## src/rtl/ga_eval_sequencer_pkg.sv

```systemverilog
// ga_eval_pkg: shared FSM state type and error-accumulation helpers for the evaluation sequencer.
package ga_eval_pkg;

    typedef enum logic [2:0] {
        S_IDLE,
        S_FETCH,
        S_WAIT_MEM,
        S_ISSUE,
        S_WAIT_EVAL,
        S_ACC,
        S_DONE
    } state_t;

    // Widest ceiling; narrower accumulators shift it down to their own width.
    localparam logic [63:0] ERR_MAX = '1;

    function automatic int pop_w(input int w);
        return $clog2(w + 1);
    endfunction

    function automatic logic [63:0] sat_add(input logic [63:0] a, input logic [63:0] b, input int w);
        logic [64:0] s;
        logic [63:0] m;
        m = ERR_MAX >> (64 - w);
        s = {1'b0, a} + {1'b0, b};
        return (s > {1'b0, m}) ? m : s[63:0];
    endfunction

endpackage

```

## src/rtl/ga_eval_sequencer_if.sv

```systemverilog
// ga_eval_sequencer_if: HPS handshake, memory s2 ports, circuit-array strobe and error sums.
interface ga_eval_sequencer_if #(
    parameter int N_CH   = 8,
    parameter int DATA_W = 32,
    parameter int ADDR_W = 15,
    parameter int ERR_W  = 32
);
    logic                     start_processing_chrom;
    logic [31:0]              sequences_to_process;
    logic [DATA_W-1:0]        valid_mask;
    logic                     ready_to_process;
    logic                     done_processing_chrom;
    logic [ADDR_W-1:0]        mem_s2_address;
    logic                     mem_s2_chipselect;
    logic                     mem_s2_clken;
    logic [DATA_W-1:0]        mem_s2_readdata;
    logic [ADDR_W-1:0]        correct_mem_s2_address;
    logic                     correct_mem_s2_chipselect;
    logic                     correct_mem_s2_clken;
    logic [DATA_W-1:0]        correct_mem_s2_readdata;
    logic [DATA_W-1:0]        eval_input;
    logic                     eval_valid;
    logic [N_CH*DATA_W-1:0]   eval_output;
    logic                     eval_output_valid;
    logic [N_CH*ERR_W-1:0]    error_sum;

    modport master (
        input  start_processing_chrom, sequences_to_process, valid_mask,
               mem_s2_readdata, correct_mem_s2_readdata, eval_output, eval_output_valid,
        output ready_to_process, done_processing_chrom,
               mem_s2_address, mem_s2_chipselect, mem_s2_clken,
               correct_mem_s2_address, correct_mem_s2_chipselect, correct_mem_s2_clken,
               eval_input, eval_valid, error_sum
    );

    modport slave (
        output start_processing_chrom, sequences_to_process, valid_mask,
               mem_s2_readdata, correct_mem_s2_readdata, eval_output, eval_output_valid,
        input  ready_to_process, done_processing_chrom,
               mem_s2_address, mem_s2_chipselect, mem_s2_clken,
               correct_mem_s2_address, correct_mem_s2_chipselect, correct_mem_s2_clken,
               eval_input, eval_valid, error_sum
    );

endinterface

```

## src/rtl/ga_eval_sequencer_err_channel.sv

```systemverilog
// ga_err_channel: masked Hamming distance of one circuit output, saturating accumulation.
module ga_err_channel
    import ga_eval_pkg::*;
#(
    parameter int DATA_W = 32,
    parameter int ERR_W  = 32
) (
    input  logic              clk,
    input  logic              rst,
    input  logic              i_clr,
    input  logic              i_en,
    input  logic [DATA_W-1:0] i_out,
    input  logic [DATA_W-1:0] i_exp,
    input  logic [DATA_W-1:0] i_mask,
    output logic [ERR_W-1:0]  o_sum
);
    localparam int PW = pop_w(DATA_W);

    logic [DATA_W-1:0] w_diff;
    logic [PW-1:0]     w_err;
    logic [ERR_W-1:0]  r_sum;

    always_comb begin
        w_diff = (i_out ^ i_exp) & i_mask;
        w_err  = '0;
        for (int i = 0; i < DATA_W; i++) w_err = w_err + PW'(w_diff[i]);
    end

    always_ff @(posedge clk) begin
        if (rst || i_clr) r_sum <= '0;
        else if (i_en) r_sum <= ERR_W'(sat_add(64'(r_sum), 64'(w_err), ERR_W));
    end

    assign o_sum = r_sum;

endmodule

```

## src/rtl/ga_eval_sequencer.sv

```systemverilog
// ga_eval_sequencer: runs one evaluation pass per HPS start, accumulating per-channel error sums.
module ga_eval_sequencer
    import ga_eval_pkg::*;
#(
    parameter int N_CH   = 8,
    parameter int DATA_W = 32,
    parameter int ADDR_W = 15,
    parameter int ERR_W  = 32
) (
    input logic                 clk_clk,
    input logic                 reset_reset,
    ga_eval_sequencer_if.master bus
);
    state_t                 r_state, w_next;
    logic [ADDR_W-1:0]      r_index, r_last, w_last;
    logic [DATA_W-1:0]      r_mask, r_sample, r_exp;
    logic [N_CH*DATA_W-1:0] r_out;
    logic [N_CH*ERR_W-1:0]  w_sum;
    logic                   w_start, w_zero, w_big, w_clr, w_acc;

    assign w_start = bus.start_processing_chrom;
    assign w_zero  = bus.sequences_to_process == 32'd0;
    assign w_big   = {1'b0, bus.sequences_to_process} > (33'd1 << ADDR_W);
    // Store count-1 so the clamped 2^ADDR_W case still fits the index width.
    assign w_last  = w_big ? '1 : ADDR_W'(bus.sequences_to_process - 32'd1);
    assign w_clr   = (r_state == S_IDLE) && w_start;
    assign w_acc   = r_state == S_ACC;

    always_comb begin
        w_next = r_state;
        case (r_state)
            S_IDLE:      if (w_start) w_next = w_zero ? S_DONE : S_FETCH;
            S_FETCH:     w_next = S_WAIT_MEM;
            S_WAIT_MEM:  w_next = S_ISSUE;
            S_ISSUE:     w_next = S_WAIT_EVAL;
            S_WAIT_EVAL: if (bus.eval_output_valid) w_next = S_ACC;
            S_ACC:       w_next = (r_index == r_last) ? S_DONE : S_FETCH;
            S_DONE:      if (!w_start) w_next = S_IDLE;
            default:     w_next = S_IDLE;
        endcase
        if (!w_start && r_state != S_IDLE && r_state != S_DONE) w_next = S_IDLE;
    end

    always_ff @(posedge clk_clk) begin
        if (reset_reset) begin
            r_state  <= S_IDLE;
            r_index  <= '0;
            r_last   <= '0;
            r_mask   <= '0;
            r_sample <= '0;
            r_exp    <= '0;
            r_out    <= '0;
        end else begin
            r_state <= w_next;
            if (w_clr) begin
                r_index <= '0;
                r_last  <= w_last;
                r_mask  <= bus.valid_mask;
            end
            if (w_acc && r_index != r_last) r_index <= r_index + 1'b1;
            if (r_state == S_WAIT_MEM) begin
                r_sample <= bus.mem_s2_readdata;
                r_exp    <= bus.correct_mem_s2_readdata;
            end
            if (r_state == S_WAIT_EVAL && bus.eval_output_valid) r_out <= bus.eval_output;
        end
    end

    for (genvar c = 0; c < N_CH; c++) begin : g_ch
        ga_err_channel #(.DATA_W(DATA_W), .ERR_W(ERR_W)) u_ch (
            .clk    (clk_clk),
            .rst    (reset_reset),
            .i_clr  (w_clr),
            .i_en   (w_acc),
            .i_out  (r_out[c*DATA_W +: DATA_W]),
            .i_exp  (r_exp),
            .i_mask (r_mask),
            .o_sum  (w_sum[c*ERR_W +: ERR_W])
        );
    end

    assign bus.ready_to_process          = r_state == S_IDLE;
    assign bus.done_processing_chrom     = r_state == S_DONE;
    assign bus.mem_s2_address            = r_index;
    assign bus.mem_s2_chipselect         = r_state == S_FETCH;
    assign bus.mem_s2_clken              = 1'b1;
    assign bus.correct_mem_s2_address    = r_index;
    assign bus.correct_mem_s2_chipselect = r_state == S_FETCH;
    assign bus.correct_mem_s2_clken      = 1'b1;
    assign bus.eval_input                = r_sample;
    assign bus.eval_valid                = r_state == S_ISSUE;
    assign bus.error_sum                 = w_sum;

endmodule

```

## src/flat_wrapper.sv

```systemverilog
// flat-port wrapper written by rule: the top's interface ports become plain ports
module ga_eval_sequencer_flat import ga_eval_pkg::*;
#(
    parameter int N_CH   = 8,
    parameter int DATA_W = 32,
    parameter int ADDR_W = 15,
    parameter int ERR_W  = 32
)
  (clk_clk, reset_reset, bus_start_processing_chrom, bus_sequences_to_process, bus_valid_mask, bus_mem_s2_readdata, bus_correct_mem_s2_readdata, bus_eval_output, bus_eval_output_valid, bus_ready_to_process, bus_done_processing_chrom, bus_mem_s2_address, bus_mem_s2_chipselect, bus_mem_s2_clken, bus_correct_mem_s2_address, bus_correct_mem_s2_chipselect, bus_correct_mem_s2_clken, bus_eval_input, bus_eval_valid, bus_error_sum);
  ga_eval_sequencer_if #(.N_CH(N_CH), .DATA_W(DATA_W), .ADDR_W(ADDR_W), .ERR_W(ERR_W)) bus_i ();
  input logic clk_clk;
  input logic reset_reset;
  input wire logic [$bits(bus_i.start_processing_chrom)-1:0] bus_start_processing_chrom;
  input wire logic [$bits(bus_i.sequences_to_process)-1:0] bus_sequences_to_process;
  input wire logic [$bits(bus_i.valid_mask)-1:0] bus_valid_mask;
  input wire logic [$bits(bus_i.mem_s2_readdata)-1:0] bus_mem_s2_readdata;
  input wire logic [$bits(bus_i.correct_mem_s2_readdata)-1:0] bus_correct_mem_s2_readdata;
  input wire logic [$bits(bus_i.eval_output)-1:0] bus_eval_output;
  input wire logic [$bits(bus_i.eval_output_valid)-1:0] bus_eval_output_valid;
  output wire logic [$bits(bus_i.ready_to_process)-1:0] bus_ready_to_process;
  output wire logic [$bits(bus_i.done_processing_chrom)-1:0] bus_done_processing_chrom;
  output wire logic [$bits(bus_i.mem_s2_address)-1:0] bus_mem_s2_address;
  output wire logic [$bits(bus_i.mem_s2_chipselect)-1:0] bus_mem_s2_chipselect;
  output wire logic [$bits(bus_i.mem_s2_clken)-1:0] bus_mem_s2_clken;
  output wire logic [$bits(bus_i.correct_mem_s2_address)-1:0] bus_correct_mem_s2_address;
  output wire logic [$bits(bus_i.correct_mem_s2_chipselect)-1:0] bus_correct_mem_s2_chipselect;
  output wire logic [$bits(bus_i.correct_mem_s2_clken)-1:0] bus_correct_mem_s2_clken;
  output wire logic [$bits(bus_i.eval_input)-1:0] bus_eval_input;
  output wire logic [$bits(bus_i.eval_valid)-1:0] bus_eval_valid;
  output wire logic [$bits(bus_i.error_sum)-1:0] bus_error_sum;
  assign bus_i.start_processing_chrom = bus_start_processing_chrom;
  assign bus_i.sequences_to_process = bus_sequences_to_process;
  assign bus_i.valid_mask = bus_valid_mask;
  assign bus_i.mem_s2_readdata = bus_mem_s2_readdata;
  assign bus_i.correct_mem_s2_readdata = bus_correct_mem_s2_readdata;
  assign bus_i.eval_output = bus_eval_output;
  assign bus_i.eval_output_valid = bus_eval_output_valid;
  assign bus_ready_to_process = bus_i.ready_to_process;
  assign bus_done_processing_chrom = bus_i.done_processing_chrom;
  assign bus_mem_s2_address = bus_i.mem_s2_address;
  assign bus_mem_s2_chipselect = bus_i.mem_s2_chipselect;
  assign bus_mem_s2_clken = bus_i.mem_s2_clken;
  assign bus_correct_mem_s2_address = bus_i.correct_mem_s2_address;
  assign bus_correct_mem_s2_chipselect = bus_i.correct_mem_s2_chipselect;
  assign bus_correct_mem_s2_clken = bus_i.correct_mem_s2_clken;
  assign bus_eval_input = bus_i.eval_input;
  assign bus_eval_valid = bus_i.eval_valid;
  assign bus_error_sum = bus_i.error_sum;
  ga_eval_sequencer #(.N_CH(N_CH), .DATA_W(DATA_W), .ADDR_W(ADDR_W), .ERR_W(ERR_W)) u_core (.clk_clk(clk_clk), .reset_reset(reset_reset), .bus(bus_i));
endmodule
```

## config.mk

```make
export PLATFORM = sky130hd
export DESIGN_NAME = ga_eval_sequencer_flat
export DESIGN_NICKNAME = d
export VERILOG_FILES = /design/src/rtl/ga_eval_sequencer_pkg.sv /design/src/rtl/ga_eval_sequencer_if.sv /design/src/rtl/ga_eval_sequencer_err_channel.sv /design/src/rtl/ga_eval_sequencer.sv /design/src/flat_wrapper.sv
export SDC_FILE = /design/constraint.sdc
export NUM_CORES = 2
export LEC_CHECK = 0
export ABC_AREA = 1
export BUFFER_PORTS_ARGS = -buffer_cell sky130_fd_sc_hd__buf_2
export CORE_AREA = 2 2 276 278
export DETAILED_ROUTE_END_ITERATION = 6
export DIE_AREA = 0 0 278 280
export GPL_ROUTABILITY_DRIVEN = 0
export PLACE_DENSITY = 0.87
export SYNTH_ARGS = -nofsm -noshare
export SYNTH_HDL_FRONTEND = slang
export SYNTH_HIERARCHICAL = 1
export SYNTH_SLANG_ARGS = --single-unit
```

## constraint.sdc

```tcl
create_clock -name clk_clk -period 13 [get_ports clk_clk]
set_input_delay 2.6 -clock clk_clk [delete_from_list [all_inputs] [get_ports clk_clk]]
set_output_delay 2.6 -clock clk_clk [all_outputs]
set_load 0.02 [all_outputs]
```

==> impl_metrics.yaml <==
placed_design:
  port_buffers: 710
  post-place-ws_ns: 4.99
  dp_hpwl_mm: 113
critical_path:
  start_kind: "register"
  slowest_delay_ns: 0.75
  end_kind: "register"
  path_common_cell: "fa_1"
  critical_path_class: "register to register"
  critPathRequiredTime_ns: 13.52
  critPathSlowestCell: "dfxtp_1"
  cp.arrival_ns: 8.68
  worst-path-max-fanout: 25
timing:
  slew_violations: 0
  layout_min_cycle_time_ns: 8.16
  worstMarginPinSlew_ns: 1.32
  tns_ns: 0
  final.period_utilization_pct: 62.8
  maxSlewHeadroom_pct: 11.9
  finalSetupViolCount: 0
  max_freq_mhz: 123
  skew_ns: 0.0249
  hold_viol: 0
  finalWorstSetupSlack_ns: 4.84
  rsz0062_at_grt: "false"
drt:
  drc: 4
  drtIter0Drc: 5299
  first_pass_iters: 7
  wl_per_cell_um: 20.3
  vias_per_cell: 5.69
  drt_wl_total_mm: 157
  ant_nets: 0
  vias: 44200
power:
  cellLeakagePower_nw: 23.2
  p_per_area_nw_per_um2: 103
  peakVddDrop_mv: 0.0930
hold_path:
  hp-class: "register to register"
synthesis:
  syn-mean-instance-area_um2: 7.24
  synth_area_um2: 44100
  synth-compound-area-share_pct: 16.6
  synth_warnings: 6
  synthFlopType: "dfxtp_1"
  ys_ff_latch: 641
  synthCells: 6087
  synthAdderAreaFrac_pct: 13.6
  synth_edf_count: 0
  yosysSeqAreaShare_pct: 29.1
  ys_types: 42
  synth-xor-area-share_pct: 6.83
  synth_top_family_by_area: "simple AND/OR/NAND/NOR gates"
  synth_mux_area_share_pct: 0
  postSynth.asyncResetShare_pct: 0
  synth-simple-area-share_pct: 23.2
global_routing:
  grt_pass1_wl_mm: 233
  grt_max_degree: 182
  grt_use_total_pct: 38.9
  grt_overflow: 0
  antenna_found_initial: 47
  grt_pass1_vias: 41000
cells_and_area:
  final_cell_mix: "1223 x nand2_1, 912 x inv_1, 710 x buf_2"
  layout.cells.most_common: "nand2_1"
  drive_above_1_share_pct: 17.1
  finalNetCount: 7445
  area.growth.synth_to_final_pct: 14.8
floorplan:
  die_x_um: 278
  ios: 713
  dieArea_um2: 77800
  rows: 101
  initial_core_util_pct: 58.6
  coreArea_um2: 75200
  die_h_um: 280
job:
  max_cap_violations: 0
clock_network:
  cts_max_path_buffers: 3
  htree_num_levels: 3
  cts.clk_slew.worst_paths_ns: 0.06
  cts_setup_buffers: 0
  cts_made_buffers: 75
  cts_tree: "yes"
  clock_sinks: 641
  cts_resized: 0
  ctsHoldBuffers: 0
  clock_latency_ns: 0.63
  root_buffer: "clkbuf_16"
status:
  status: "finished with violations"
  violations: "design-rule violations"
[stage by stage]
stage / hold slack, ns / utilization (%) / std cells / total power [mW] / cell area (um2)
after CTS: 0.444 / 67.2 / 7738 / 5.19 / 50500
after global routing: 0.458 / 67.3 / 7759 / 5.37 / 50600
after floorplan: 0.435 / - / 6088 / 2.63 / 44100
final: 0.447 / 67.3 / 7772 / 5.21 / 50600
after detailed placement: 0.435 / 63.8 / 7603 / 3.01 / 48000
after global placement: 0.429 / 63.8 / 7603 / 2.99 / 48000
[Yosys cell counts, types with 9 or more instances]
master | n | area [um2]
nand2_1 | 1223 | 4590
inv_1 | 913 | 3430
nor2_1 | 649 | 2440
dfxtp_1 | 641 | 12800
o21ai_0 | 581 | 2910
a21oi_1 | 440 | 2200
nand3_1 | 301 | 1510
xor2_1 | 257 | 2250
fa_1 | 208 | 4160
ha_1 | 147 | 1840
clkbuf_1 | 134 | 503
a21oi_2 | 105 | 920
xnor2_1 | 87 | 762
a21oi_4 | 65 | 1060
nand4_1 | 50 | 313
nand3_2 | 34 | 340
buf_4 | 22 | 165
nor3_1 | 22 | 110
buf_2 | 21 | 105
inv_2 | 21 | 78.8
nand2_4 | 18 | 203
buf_12 | 17 | 340
and2_1 | 16 | 100
nor2_4 | 15 | 169
nand3b_1 | 12 | 90.1
o21bai_1 | 12 | 90.1
nor2_2 | 10 | 62.6
a31oi_1 | 9 | 56.3
[report_power, final]
group	leakage (nW)	internal, mW	switching, mW	total (mW)
combinational	16.8	0.286	0.476	0.761
clock	1.23	1.29	0.907	2.20
sequential	5.18	2.02	0.222	2.24
[logic make-up (layout without fill, tap and decap cells)]
group,after synthesis,after routing
adders and majority gates,355,355
xor gates and xnor gates,344,344
AOI/OAI and AO/OA,1224,1224
buffers and inverters,1145,1817
DFF,641,641
and+or+nand+nor,2377,2377
other,1,36
[final timing paths]
check                                          startpoint                       endpoint  slack [ns]  cells after the start
worst max-delay path                      u_core/r_exp[1]  u_core/g_ch[4].u_ch/o_sum[28]        4.84                     32
worst min-delay path            u_core/bus.eval_input[10]      u_core/bus.eval_input[10]        0.45                      2
worst max register to register            u_core/r_exp[1]  u_core/g_ch[4].u_ch/o_sum[28]        4.84                     32
worst min register to register  u_core/bus.eval_input[10]      u_core/bus.eval_input[10]        0.45                      2
[cell type report]
type	instances	area, um2
inverters	945	3570
well taps	978	1220
fillers	6224	24600
repair buffers	737	3770
diodes	34	85.1
clock inverters	34	414
clock buffers	101	2130
multi-input cells	4302	26600
flip-flops and latches	641	12800
[per-layer routing]
metal | track usage (%) | share of wire, %
met4 | 25.8 | 7.4
met1 | 48.8 | 37
met3 | 9.78 | 12
met5 | 0 | 0.13
met2 | 59.6 | 43
[state kept, by name, summed over array words and instances (netlist names)]
name                               cells
u_core/bus.correct_mem_s2_address     15
u_core/r_state                         3
u_core/g_ch.u_ch/o_sum               256
u_core/bus.eval_input                 32
u_core/r_out                         256
u_core/r_mask                         32
u_core/r_exp                          32
u_core/r_last                         15
[critical path, delay by kind of cell (launching register included)]
family          cells  cell delay [ns]
compound gates      5             0.89
buf+inv             8             0.86
fa+ha+maj          10             4.55
flops               1             0.75
simple gates        9             1.00
(Power assumes the default switching activity.)
